`src/rtl/ofdm_pkg.sv`:
```
// ofdm_pkg: OFDM constants, FSM state enum and I/Q sample type shared by the CP inserter and the receiver stages.
// Defining OFDM_CP_PINGPONG_EN selects a two-bank CP-inserter buffer.
package ofdm_pkg;
    localparam int WORD_LENGTH = 16;
    localparam int FFT_LEN = 64;
    localparam int CP_LEN = 16;
    localparam int SYM_LEN = 80;
    localparam int PTR_W = $clog2(FFT_LEN);
    localparam int CNT_W = $clog2(SYM_LEN);
`ifdef OFDM_CP_PINGPONG_EN
    localparam int NBANKS = 2;
`else
    localparam int NBANKS = 1;
`endif
    typedef enum logic [1:0] {FILL, CP, DATA} state_t;
    typedef struct packed {
        logic signed [WORD_LENGTH-1:0] re;
        logic signed [WORD_LENGTH-1:0] im;
    } sample_t;
endpackage

```
`src/rtl/ofdm_cp_inserter_if.sv`:
```
// ofdm_cp_inserter_if: IFFT-side sample input and DAC-side CP16+data64 output of the CP inserter.
interface ofdm_cp_inserter_if;
    import ofdm_pkg::*;
    logic signed [WORD_LENGTH-1:0] in_real, in_imag, tx_real, tx_imag;
    logic in_vld, in_rdy, tx_vld, sym_start;
    modport master(output in_real, in_imag, in_vld, input in_rdy, tx_real, tx_imag, tx_vld, sym_start);
    modport slave(input in_real, in_imag, in_vld, output in_rdy, tx_real, tx_imag, tx_vld, sym_start);
endinterface

```
`src/rtl/ofdm_cp_buffer.sv`:
```
// ofdm_cp_buffer: BANKS x 64 I/Q sample store, one write port, one registered read port that outputs zero when not reading.
module ofdm_cp_buffer
    import ofdm_pkg::*;
#(
    parameter int BANKS = 1,
    localparam int BW = (BANKS > 1) ? $clog2(BANKS) : 1
) (
    input  logic             clk,
    input  logic             rst,
    input  logic             i_we,
    input  logic [BW-1:0]    i_wbank,
    input  logic [PTR_W-1:0] i_waddr,
    input  sample_t          i_wdata,
    input  logic             i_re,
    input  logic [BW-1:0]    i_rbank,
    input  logic [PTR_W-1:0] i_raddr,
    output sample_t          o_rdata
);
    localparam int AW = $clog2(BANKS * FFT_LEN);
    sample_t r_mem [BANKS*FFT_LEN];
    sample_t r_rdata;
    logic [AW-1:0] w_wa, w_ra;
    assign w_wa = AW'({i_wbank, i_waddr});
    assign w_ra = AW'({i_rbank, i_raddr});
    always_ff @(posedge clk) begin
        if (i_we) r_mem[w_wa] <= i_wdata;
    end
    always_ff @(posedge clk) begin
        if (rst) r_rdata <= '0;
        else r_rdata <= i_re ? r_mem[w_ra] : '0;
    end
    assign o_rdata = r_rdata;
endmodule

```
`src/rtl/ofdm_cp_inserter.sv`:
```
// ofdm_cp_inserter: buffers 64 IFFT samples and emits 80-sample symbols (last 16 as cyclic prefix, then all 64).
// OFDM_CP_PINGPONG_EN: two banks so filling one overlaps emission from the other.
module ofdm_cp_inserter
    import ofdm_pkg::*;
(
    input logic clk,
    input logic rst,
    ofdm_cp_inserter_if.slave bus
);
    state_t r_state, w_state_nx;
    logic [CNT_W-1:0] r_cnt, w_cnt_nx;
    logic [PTR_W-1:0] r_wptr, w_raddr;
    logic r_vld, r_sym;
    logic w_wr, w_last_wr, w_rdy, w_start, w_next, w_end, w_wbank, w_rbank;
    sample_t w_wdata, w_rdata;

    assign w_wr = bus.in_vld && w_rdy;
    assign w_last_wr = w_wr && (&r_wptr);
    assign w_end = (r_state == DATA) && (r_cnt == CNT_W'(FFT_LEN - 1));

`ifdef OFDM_CP_PINGPONG_EN
    logic [1:0] r_pend, w_full;
    logic r_wb, r_rb;
    // w_full counts a bank completing this cycle so emission starts without an idle cycle
    assign w_full = r_pend | ({1'b0, w_last_wr} << r_wb);
    assign w_rdy = !r_pend[r_wb];
    assign w_start = w_full[r_rb];
    assign w_next = w_full[!r_rb];
    assign w_wbank = r_wb;
    assign w_rbank = r_rb;
    always_ff @(posedge clk) begin
        if (rst) begin
            r_pend <= '0;
            r_wb <= 1'b0;
            r_rb <= 1'b0;
        end else begin
            r_pend <= w_full & ~({1'b0, w_end} << r_rb);
            r_wb <= r_wb ^ w_last_wr;
            r_rb <= r_rb ^ w_end;
        end
    end
`else
    assign w_rdy = (r_state == FILL);
    assign w_start = w_last_wr;
    assign w_next = 1'b0;
    assign w_wbank = 1'b0;
    assign w_rbank = 1'b0;
`endif

    always_comb begin
        w_state_nx = r_state;
        w_cnt_nx = r_cnt + 1'b1;
        case (r_state)
            FILL: begin
                w_cnt_nx = '0;
                if (w_start) w_state_nx = CP;
            end
            CP: if (r_cnt == CNT_W'(CP_LEN - 1)) begin
                w_state_nx = DATA;
                w_cnt_nx = '0;
            end
            DATA: if (w_end) begin
                w_state_nx = w_next ? CP : FILL;
                w_cnt_nx = '0;
            end
            default: begin
                w_state_nx = FILL;
                w_cnt_nx = '0;
            end
        endcase
    end

    always_ff @(posedge clk) begin
        if (rst) begin
            r_state <= FILL;
            r_cnt <= '0;
            r_wptr <= '0;
            r_vld <= 1'b0;
            r_sym <= 1'b0;
        end else begin
            r_state <= w_state_nx;
            r_cnt <= w_cnt_nx;
            if (w_wr) r_wptr <= r_wptr + 1'b1;
            r_vld <= (r_state != FILL);
            r_sym <= (r_state == CP) && (r_cnt == '0);
        end
    end

    assign w_raddr = (r_state == CP) ? PTR_W'(FFT_LEN - CP_LEN) + r_cnt[PTR_W-1:0] : r_cnt[PTR_W-1:0];
    assign w_wdata = {bus.in_real, bus.in_imag};

    ofdm_cp_buffer #(.BANKS(NBANKS)) u_buf (
        .clk(clk),
        .rst(rst),
        .i_we(w_wr),
        .i_wbank(w_wbank),
        .i_waddr(r_wptr),
        .i_wdata(w_wdata),
        .i_re(r_state != FILL),
        .i_rbank(w_rbank),
        .i_raddr(w_raddr),
        .o_rdata(w_rdata)
    );

    assign bus.in_rdy = w_rdy;
    assign bus.tx_real = w_rdata.re;
    assign bus.tx_imag = w_rdata.im;
    assign bus.tx_vld = r_vld;
    assign bus.sym_start = r_sym;
endmodule

```
`src/flat_wrapper.sv`:
```
// flat-port wrapper written by rule: the top's interface ports become plain ports
module ofdm_cp_inserter_flat import ofdm_pkg::*;
  (clk, rst, bus_in_real, bus_in_imag, bus_in_vld, bus_in_rdy, bus_tx_real, bus_tx_imag, bus_tx_vld, bus_sym_start);
  ofdm_cp_inserter_if bus_i ();
  input logic clk;
  input logic rst;
  input wire logic [$bits(bus_i.in_real)-1:0] bus_in_real;
  input wire logic [$bits(bus_i.in_imag)-1:0] bus_in_imag;
  input wire logic [$bits(bus_i.in_vld)-1:0] bus_in_vld;
  output wire logic [$bits(bus_i.in_rdy)-1:0] bus_in_rdy;
  output wire logic [$bits(bus_i.tx_real)-1:0] bus_tx_real;
  output wire logic [$bits(bus_i.tx_imag)-1:0] bus_tx_imag;
  output wire logic [$bits(bus_i.tx_vld)-1:0] bus_tx_vld;
  output wire logic [$bits(bus_i.sym_start)-1:0] bus_sym_start;
  assign bus_i.in_real = bus_in_real;
  assign bus_i.in_imag = bus_in_imag;
  assign bus_i.in_vld = bus_in_vld;
  assign bus_in_rdy = bus_i.in_rdy;
  assign bus_tx_real = bus_i.tx_real;
  assign bus_tx_imag = bus_i.tx_imag;
  assign bus_tx_vld = bus_i.tx_vld;
  assign bus_sym_start = bus_i.sym_start;
  ofdm_cp_inserter u_core (.clk(clk), .rst(rst), .bus(bus_i));
endmodule
```
`config.mk`:
```
export PLATFORM = sky130hd
export DESIGN_NAME = ofdm_cp_inserter_flat
export DESIGN_NICKNAME = d
export VERILOG_FILES = /design/src/rtl/ofdm_pkg.sv /design/src/rtl/ofdm_cp_inserter_if.sv /design/src/rtl/ofdm_cp_buffer.sv /design/src/rtl/ofdm_cp_inserter.sv /design/src/flat_wrapper.sv
export SDC_FILE = /design/constraint.sdc
export NUM_CORES = 2
export LEC_CHECK = 0
export ABC_AREA = 1
export ABC_CLOCK_PERIOD_IN_PS = 5200
export BUFFER_PORTS_ARGS = -buffer_cell sky130_fd_sc_hd__buf_2
export CAP_MARGIN = 30
export CORE_UTILIZATION = 40
export CTS_BUF_LIST = sky130_fd_sc_hd__clkbuf_4 sky130_fd_sc_hd__clkbuf_8
export CTS_CLUSTER_SIZE = 14
export DETAILED_ROUTE_END_ITERATION = 6
export PLACE_DENSITY = 0.52
export SYNTH_ARGS = -nofsm -noshare
export SYNTH_HDL_FRONTEND = slang
export SYNTH_SLANG_ARGS = --single-unit
```
`constraint.sdc`:
```
create_clock -name clk -period 5.2 [get_ports clk]
set_input_delay 0.52 -clock clk [delete_from_list [all_inputs] [get_ports clk]]
set_output_delay 0.52 -clock clk [all_outputs]
set_load 0.01 [all_outputs]
```
Word level (Yosys, flattened, before mapping)
Memories as Yosys holds them, arrays and structs flattened. A register that Yosys moved wholly into a read port is not among the register bits. Index checks and enable logic that the tools add are counted.

Input port bits: 35. Logic and storage cells: 37. Bits in writable memories: 2048. Output and inout bits: 35. Register bits after elaboration: 17. Memories: 1.

Equality and inequality tests: 7. Bitwise operators: 1. Reduce and logical (&&, ||, !) cells: 10. Add/subtract/negate cells: 3. Muxes and demuxes: 10.

Memories: u_core.u_buf.r_mem (words 64, width 32, read ports 1, clocked after memory_dff 1, write ports 1, line ofdm_cp_buffer.sv:20) `sample_t r_mem [BANKS*FFT_LEN];`.

Operators by type and width (count): $mux W7 (2); $pmux W7 S2 (1); $add A7 B1 Y7 const B (1); $eq A7 B4 Y1 const B (1); $eq A7 B6 Y1 const B (1); $logic_not A7 Y1 (1); $add A6 B1 Y6 const B (1); $add A6 B6 Y6 const A (1); $mux W2 (3); $mux W6 (1); $ne A2 B1 Y1 const B (3); $pmux W2 S3 (1); $reduce_and A6 Y1 (1); $logic_and A1 B1 Y1 (4); $reduce_and A3 Y1 (1); $eq A2 B1 Y1 const B (1); $eq A2 B2 Y1 const B (1); $logic_not A2 Y1 (1); $mux W1 (2); $reduce_bool A2 Y1 (1); $reduce_or A2 Y1 (1); $not A1 Y1 (1).

Logic depth before layout (Yosys ltp)
Depth after elaboration: 5. Depth in mapped cells: 14. Depth with buffers taken out: 11.

Modules after synthesis
Synthesis repeated with hierarchy kept, for this count alone.

Cells, all modules: 6973. Area total of the unflattened synthesis: 83857.9 sq um.

By module, submodules not included: ofdm_cp_buffer (times used 1, area each 82977.1 sq um, cells an instance 6853, sequential area each 62139.6 sq um); ofdm_cp_inserter (times used 1, area each 880.8 sq um, cells an instance 120, sequential area each 340.3 sq um).

Worst setup path before layout
OpenSTA, ideal clock, no wires.

Path type: register to register. From: register u_core.r_state[0]. To: memory u_core.u_buf.r_mem[23][0] in the netlist's numbering, enable pin. Path slack: 1303 ps. Buffers on the path: 0. Data arrival time: 3436 ps. Library setup time: 461 ps. Required time: 4739 ps. Stages on the path, launching flop included: 9. Period minus slack after synthesis: 3897 ps. Path through: dfxtp_1 -> inv_1 -> ha_1 -> nand2_1 -> inv_1 -> nand2_1 -> nor2_1 -> nand2_1 -> nor3_1.

Cells in the longest elaborated chain, start to end: 4.

RTL lines: start: declaration (line ofdm_cp_inserter.sv:10) `state_t r_state, w_state_nx;`; start signal: assignment (line ofdm_cp_inserter.sv:81) `r_state <= w_state_nx;`; $logic_not A2 Y1 (line ofdm_cp_inserter.sv:43) `assign w_rdy = (r_state == FILL);`; net bus_in_rdy (line flat_wrapper.sv:10) `output wire logic [$bits(bus_i.in_rdy)-1:0] bus_in_rdy;`; $logic_and A1 B1 Y1 (line ofdm_cp_inserter.sv:17) `assign w_wr = bus.in_vld && w_rdy;`; $mux W1 (line ofdm_cp_buffer.sv:26) `if (i_we) r_mem[w_wa] <= i_wdata;`; $mux W1 (implied by the code) (line ofdm_cp_buffer.sv:26); end: declaration (line ofdm_cp_buffer.sv:20).

The timed path passes the listed nets, and every way through them passes these cells.

Worst setup path in the final report
From: register u_core.r_state[0]. To: memory u_core.u_buf.r_mem[62][10] in the netlist's numbering, enable pin.

Cells in the longest elaborated chain, start to end: 4.

RTL lines (line): $logic_not A2 Y1 (ofdm_cp_inserter.sv:43); $logic_and A1 B1 Y1 (ofdm_cp_inserter.sv:17); $mux W1 (ofdm_cp_buffer.sv:26); $mux W1 (implied by the code) (ofdm_cp_buffer.sv:26).

Every way passes these cells.

==> flow_summary.ini <==
[synth]
ys_seq_elements = 2097
ys_types = 24
synth.avg_cell_area_um2 = 10.9
syn-num-nets = 8015
syn_area_um2 = 86900
synth_seq_area_share = 0.719
synth_area_leaders = edfxtp_1 (71%), nand2_1 (10%), nand3_1 (4.6%), nor2_1 (4.2%), inv_1 (2.8%)
yosysWarnings = 0
synth_top_area_frac = 0.708
syn_inst = 7971
yosysTopAreaCell = edfxtp_1

[global_route]
grtUsageTotal = 0.237
grt_pass1_vias = 55731
gr-total-overflow = 0
grt_max_degree = 153
grt_antenna_before_repair = 15
grt_pass1_wl_mm = 380

[drt]
wl_per_cell_um = 23.1
drt_iter0_drc = 5392
wl_mm = 260
dr.pass1.iters = 5
vias_per_cell = 5.11
via_count = 57633
ant_nets = 0
post-route-drc-count = 0

[power]
power-per-cell-area_nw_per_um2 = 392
irDropWorstVdd_v = 0.000317
p_leak_nw = 37.6

[clock_tree]
clockBufferDepth = 4
post_cts_buffers = 0
cts_sinks = 2097
insertion_delay_ns = 1.09
cts_tree = built
path_clk_slew_ns = 0.06
numCtsBuffers = 365
cts_root_buffer = clkbuf_8
htree_levels = 5

[die]
dieArea_um2 = 219000
ioPinCount = 70
fp-row-count = 170
die_width_um = 468
start_util = 0.404
core_um2 = 215000
dieHeight_um = 468

[critical_path]
critPathLaunchType = flop
rrSetupSlack_ns = 1.73
r2r_start = u_core.r_state[0]
crit_path_start = u_core.r_state[0]
crit_fanout = 20
worst-setup-path-type = flop to flop
crit_path_end_kind = flop
worstPathArrival_ns = 4.23
cp.required_ns = 5.96
ff2ff_path_depth = 8

[timing]
finalSetupTns_ns = 0
finalCritPeriodShare = 0.667
slew_headroom = 0.296
finalHoldViolCount = 0
fmax_mhz = 289
setup_viol = 0
rsz0062_at_grt = false
fin_skew_ns = 0.0536
report.final.slew_viol_count = 0
worstMarginPinSlew_ns = 1.06
fin_crit_ns = 3.47

[worst_hold_path]
min_from = bus_in_imag[8]
holdPathStages = 1
hold_path.class = input pin to flop

[cells_and_area]
nFillCells = 19885
final_layout_size_suffix_gt1_frac = 0.111
fin_util = 0.459
syn2layout_area_growth_pct = 13.7
nets = 8204

[place]
gp_congestion = 0.827
io_buffers = 69
dp_hpwl_mm = 147

[status]
status = finished clean

[flow_run]
maxCapViolCount = 0
report_power, final:
part           leakage [nW]  switching [W]  total, W  internal [W]
clock                  3.69        0.00665    0.0146       0.00799
combinational          15.1        0.00391   0.00516       0.00125
sequential             18.8       0.000148    0.0190        0.0188
final cells by class:
cell class | count | area (µm²) | share of cell area
antenna | 9 | 22.5 | 0.000228
clock buffer | 535 | 6410 | 0.0649
clock inverter | 102 | 527 | 0.00533
inverter | 665 | 2520 | 0.0255
multi-input combinational | 4776 | 20400 | 0.206
sequential | 2097 | 62500 | 0.633
tap | 2838 | 3550 | 0.0360
timing repair buffer | 255 | 2860 | 0.0290
metrics by stage:
step | setup slack, ns | hold slack (ns) | cells | area, µm² | power (W)
3_3_place_gp | 1.50 | 0.463 | 10563 | 90600 | 0.0244
6_report | 1.73 | 0.0974 | 11277 | 98800 | 0.0388
2_1_floorplan | 1.30 | 0.454 | 7971 | 86900 | 0.0221
4_1_cts | 1.50 | 0.0470 | 11262 | 98700 | 0.0390
3_5_place_dp | 1.51 | 0.477 | 10606 | 91500 | 0.0244
5_1_grt | 1.57 | 0.0792 | 11272 | 98800 | 0.0402
logic make-up after synthesis:
kind of cell               after synthesis  synth area share
buffers and inverters                 1098            0.0523
xor gates and xnor gates                 3          0.000302
AOI/OAI and AO/OA                      562            0.0325
adders and majority gates                9           0.00130
DFF                                   2097             0.719
and+or+nand+nor                       4202             0.195
what timing repair did:
action | in CTS | in global routing
resized for setup | 0 | 0
hold buffers | 19 | 1
endpoints found under the hold margin | 174 | 8
synth_stat cells, drive strengths merged:
cell type,n
nor3,6
xor2,1
xnor2,2
dfxtp,49
nand3b,1
or2,53
clkbuf,147
a21oi,169
edfxtp,2048
buf,286
a211oi,2
nor2,971
inv,665
nand3,796
o211ai,2
o21ai,389
nand2,2375
ha,9
cells in the final DEF (no fill, tap or decap), types with 2 or more instances in the layout:
cell	netlist	layout
clkinv_2	0	21
clkinvlp_4	0	8
buf_16	0	15
buf_8	0	8
clkinv_1	0	70
or2_2	53	53
clkbuf_8	0	382
edfxtp_1	2048	2048
a21oi_1	169	169
buf_12	0	51
diode_2	0	9
buf_2	200	40
inv_4	0	2
bufinv_16	0	3
clkbuf_4	0	153
a211oi_1	2	2
dlygate4sd3_1	0	20
o21ai_1	120	119
buf_4	41	121
nand2_1	2375	2374
dfxtp_4	0	4
nor2_4	0	62
nor3_2	0	4
inv_2	6	2
inv_1	659	656
o21ai_0	269	269
nand3_1	796	796
nor3_1	6	2
o211ai_1	2	2
dfxtp_1	49	45
inv_6	0	2
nor2_1	970	909
ha_1	9	9
inv_8	0	2
state kept, by name, summed over array words and instances (netlist names):
signal	count
u_core.r_state	2
u_core.bus.tx_vld	1
u_core.u_buf.o_rdata	32
u_core.u_buf.r_mem	2048
u_core.bus.sym_start	1
u_core.r_wptr	6
u_core.r_cnt	7
per-layer routing:
layer / GRT usage / share of wire
met1: 0.328 / 0.44
met2: 0.388 / 0.48
met3: 0.0350 / 0.060
met4: 0.0627 / 0.023
met5: 0 / 0
worst paths after layout:
kind,to
worst min-delay path,u_core.u_buf.r_mem[8][8]
worst min register to register,u_core.r_cnt[6]
worst max register to register,u_core.u_buf.r_mem[62][10]
worst max-delay path,u_core.u_buf.r_mem[62][10]
worst max-delay path, cell delays in order (launching register included):
cell	delay, ns
dfxtp_1	0.32
inv_1	0.15
ha_1	0.26
nand2_1	0.32
nor2_1	0.33
nand2_1	0.44
buf_8	0.32
nor2_4	0.63
buf_4	0.36
Power figures use the tool's default switching activity.
